### src/rtl/rf_write_arbiter.sv
// rf_write_arbiter: owns the register file write port, clears regs 1..NREG-1
// and round-robins writes between requester A (writeback) and B (loader).
// Ports: CLK/nRST, clr_start/clr_busy, a_*/b_* req+sel+dat with gnt,
//        rf_WEN/rf_wsel/rf_wdat (registered), conflict_cnt (saturating).
module rf_write_arbiter #(
  parameter int DATA_W       = 32,
  parameter int ADDR_W       = 5,
  parameter int NREG         = 32,
  parameter bit CLR_ON_RESET = 1'b1
) (
  input  logic              CLK,
  input  logic              nRST,
  input  logic              clr_start,
  output logic              clr_busy,
  input  logic              a_req,
  input  logic [ADDR_W-1:0] a_wsel,
  input  logic [DATA_W-1:0] a_wdat,
  output logic              a_gnt,
  input  logic              b_req,
  input  logic [ADDR_W-1:0] b_wsel,
  input  logic [DATA_W-1:0] b_wdat,
  output logic              b_gnt,
  output logic              rf_WEN,
  output logic [ADDR_W-1:0] rf_wsel,
  output logic [DATA_W-1:0] rf_wdat,
  output logic [15:0]       conflict_cnt
);

  typedef enum logic {CLEAR, ARB} state_t;

  localparam logic [ADDR_W-1:0] LAST = ADDR_W'(NREG - 1);
  localparam logic [ADDR_W-1:0] ONE  = ADDR_W'(1);

  state_t            state, state_nxt;
  logic [ADDR_W-1:0] cnt, cnt_nxt;
  // prio: 0 = A holds priority, 1 = B holds priority
  logic              prio, prio_nxt;
  logic              a_win, b_win;
  logic              wen_nxt;
  logic [ADDR_W-1:0] wsel_nxt;
  logic [DATA_W-1:0] wdat_nxt;
  logic              conf_inc;

  always_ff @(posedge CLK or negedge nRST) begin
    if (!nRST) begin
      if (CLR_ON_RESET) state <= CLEAR;
      else              state <= ARB;
      cnt          <= ONE;
      prio         <= 1'b0;
      rf_WEN       <= 1'b0;
      rf_wsel      <= '0;
      rf_wdat      <= '0;
      conflict_cnt <= '0;
    end else begin
      state   <= state_nxt;
      cnt     <= cnt_nxt;
      prio    <= prio_nxt;
      rf_WEN  <= wen_nxt;
      rf_wsel <= wsel_nxt;
      rf_wdat <= wdat_nxt;
      if (conf_inc && conflict_cnt != 16'hFFFF)
        conflict_cnt <= conflict_cnt + 16'd1;
    end
  end

  always_comb begin
    state_nxt = state;
    cnt_nxt   = cnt;
    prio_nxt  = prio;
    a_win     = 1'b0;
    b_win     = 1'b0;
    wen_nxt   = 1'b0;
    wsel_nxt  = rf_wsel;
    wdat_nxt  = rf_wdat;
    conf_inc  = 1'b0;
    unique case (state)
      CLEAR: begin
        wen_nxt  = 1'b1;
        wsel_nxt = cnt;
        wdat_nxt = '0;
        if (cnt == LAST) begin
          state_nxt = ARB;
          cnt_nxt   = ONE;
        end else begin
          cnt_nxt = cnt + ONE;
        end
      end
      ARB: begin
        if (clr_start) begin
          state_nxt = CLEAR;
        end else begin
          a_win    = a_req & (~b_req | ~prio);
          b_win    = b_req & (~a_req | prio);
          conf_inc = a_req & b_req;
          if (a_win) begin
            wen_nxt  = 1'b1;
            wsel_nxt = a_wsel;
            wdat_nxt = a_wdat;
            prio_nxt = 1'b1;
          end
          if (b_win) begin
            wen_nxt  = 1'b1;
            wsel_nxt = b_wsel;
            wdat_nxt = b_wdat;
            prio_nxt = 1'b0;
          end
        end
      end
      default: ;
    endcase
  end

  // grants are combinational; hold them low while reset is asserted
  assign a_gnt    = a_win & nRST;
  assign b_gnt    = b_win & nRST;
  assign clr_busy = (state == CLEAR);

endmodule

### config.mk
export PLATFORM = sky130hd
export DESIGN_NAME = rf_write_arbiter
export DESIGN_NICKNAME = d
export VERILOG_FILES = /design/src/rtl/rf_write_arbiter.sv
export SDC_FILE = /design/constraint.sdc
export NUM_CORES = 1
export LEC_CHECK = 0
export CORE_MARGIN = 8
export CORE_UTILIZATION = 44
export DETAILED_ROUTE_END_ITERATION = 7
export GPL_TIMING_DRIVEN = 0
export HOLD_SLACK_MARGIN = 0.12
export PLACE_DENSITY = 0.85
export SLEW_MARGIN = 20
export SYNTH_ARGS = -nofsm -noshare
export SYNTH_HDL_FRONTEND = slang
export SYNTH_SLANG_ARGS = --single-unit
### constraint.sdc
create_clock -name CLK -period 4.8 [get_ports CLK]
set_input_delay 0.72 -clock CLK [delete_from_list [all_inputs] [get_ports CLK]]
set_output_delay 0.72 -clock CLK [all_outputs]
set_load 0.005 [all_outputs]
==> run metrics <==
Post-DP Area 4357 sq um; Overflow after GRT 0; Post-CTS Hold Fix Bufs 0; Setup violations, final 0; Hold Fails Final Rpt 0; chip width 97.07 um; share of the yosys chip area belonging to registers 0.5283; Core ar. 6350 sq um; syn_nets 355; NumNets Final 502; vias in the first global route 2,787; Die Span Y 97.07 um; max incr delay on CP 530 ps; CTS buffer count 9; pre-CTS setup slack 1313 ps; share of layout cells above drive strength 1 0.07075; DRC Markers 0; P&R area growth vs syn 56.82%; cells resized by post-CTS repair 0; H-Tree Depth 3; Clock Tree Root clkbuf_8; minimum clock period 3467 ps; Routed wire per std cell 16.61 um; die footprint 9422 sq um; CP Data Required Time 4080 ps; asr flop ratio synth 1.000; worst skew pair latency 330 ps; Worst setup SP type input port; PwrDens 350.0 nW/um^2; Setup Skew 3.853 ps; Comb pwr share 0.314; Worst Hold Slack 288.2 ps; met2 GRT Util 0.2786; fin crit share 0.7224; Arr. time, crit path 2750 ps; CTS tree yes; syn avg cell area 10.59 sq um; Hold Crit Class in -> async; drt first pass iters 4; Slowest-stage cell, CP clkdlybuf4s50_1; power share of the sequential group 0.425; FMAX 288.4 MHz; top cells by area, synth dfrtp_1 (52%), mux2i_1 (13%), o21ai_0 (7.1%), nand2_1 (5.1%), xnor2_1 (2.4%); most common flop cell mapped by yosys dfrtp_1; fin util 0.7141; Inst Count DP 486; Max Fanout on Critical Path 10; maxcap violations 0; Max VDD drop 0.2234 mV; Std-Cell Rows 29; Post-Route WL 8320 um; most common cell after layout, fill and taps aside clkdlybuf4s50_1; Setup crit end kind primary output; biggest area consumer among synthesized cells dfrtp_1; Worst Tran Pin Value 710.5 ps; final worst setup slack 1333 ps; antenna violations before repair 0; post-synthesis cell area 2892 sq um; # port buffers 135; gpl congestion 0.7815; Worst Path Class, Setup in -> out; hpwl dp 6618 um; Power Internal 1.116 mW; clock sink total 61; Initial Utilization 0.4554; first-pass GRT wire length 13,730 um; DR vias/cell 5.178; area share of the largest cell type after synthesis 0.5193; cell family with most CP delay buffers and inverters; CP bufs+invs 5; status completed; DRT antenna net count 0; largest net degree at the start of global routing 40; met1 usage 0.1934; Slew Viols, Final 0; synth unique cells 35; Cell Chain, Critical Path clkdlybuf4s50_1 -> inv_1 -> o21ai_0 -> buf_2 -> buf_2 -> nor2_1 -> clkdlybuf4s50_1; met3 usage 0.09388; Layout Cells excl Fill 501; Longest Clk Path Bufs 2; r2r setup slk 2800 ps; Design Area, Final 4534 sq um; leakage 2.025 nW; FF+latch count, synth 61; Post-synth EDFFs 0; Slew HR 0.5231; postcts setup bufs 0; most frequent cells in the layout clkdlybuf4s50_1 (134), dfrtp_1 (60), o21ai_0 (41); Clk network pwr share 0.260; Syn Inst Count 273; Synth Warn # 0; clock slew at reported path FFs 60 ps; ant diodes 0; drt first-iter violations 90; Net Sw Frac 0.2969; RSZ-0062 raised after global routing no; total track usage 0.1772; busiest grt layer met2; total number of vias 2,594; Sw Pwr 0.4713 mW; Ports 136
logic make-up after synthesis:
family,synth area share
xor gates and xnor gates,0.03635
adders and majority gates,0.01298
and+or+nand+nor,0.1328
AOI/OAI and AO/OA,0.1121
buffers and inverters,0.03029
DFF,0.5283
muxes,0.1471
power by group through the flow:
stage                     logic [mW]  clock network, mW  registers (mW)
after global placement         0.489                  0           0.679
final                          0.499              0.413           0.675
after global routing           0.553              0.444           0.687
after floorplan                0.231                  0           0.677
after detailed placement       0.507                  0           0.686
after CTS                      0.510              0.423           0.677
per-stage QoR:
stage                     TNS (ps)  power (mW)
after global placement      -497.1       1.168
after CTS                        0       1.609
final                            0       1.587
after floorplan                  0      0.9078
after detailed placement         0       1.193
after global routing             0       1.685
cell type report:
cell class | count | area (sq um)
Timing Repair Buffer | 136 | 1369
Buffer | 14 | 68.82
Tap cell | 77 | 96.34
Inverter | 5 | 18.77
Sequential cell | 61 | 1528
Clock inverter | 1 | 5.005
Multi-Input combinational cell | 193 | 1276
Clock buffer | 14 | 172.7
Fill cell | 473 | 1815
state kept, by name, summed over array words and instances, names as in the netlist:
signal / cells
rf_wdat: 32
conflict_cnt: 16
cnt: 5
rf_wsel: 5
prio: 1
rf_WEN: 1
state: 1
layer usage:
layer	share of wire	routed length [um]
met5	0	0
met2	0.48	3972
met3	0.10	863
met1	0.39	3270
met4	0.026	214
worst reg2reg max path: stages, from the launching register on:
cell	delay [ps]
dfrtp_1	430
ha_1	250
inv_1	60
or4_4	530
buf_6	150
o21ai_4	130
mux2_1	330
path summary, 6_finish.rpt:
check / depth (start not counted) / to / from
hold reg to reg: 2 / rf_wdat[2] / rf_wdat[2]
setup / recovery: 7 / b_gnt / a_req
min in group CLK: 2 / rf_wdat[2] / rf_wdat[2]
hold / removal: 1 / conflict_cnt[3] / nRST
setup reg to reg: 6 / conflict_cnt[1] / conflict_cnt[0]
max in group asynchronous: 2 / cnt[0] / nRST
cells in the mapped netlist, drive strengths merged (3+ instances only):
master  number
buf          6
xor2         4
a22oi        5
nor2         8
nor3         7
nand3        9
inv          5
nand4        4
dfrtp       60
and4         3
o21ai       43
and3         4
xnor2        8
clkbuf       8
nand2       39
ha           3
mux2i       38
a21oi        6
mux2         4
Note: power is estimated with default switching activity, not from simulation.
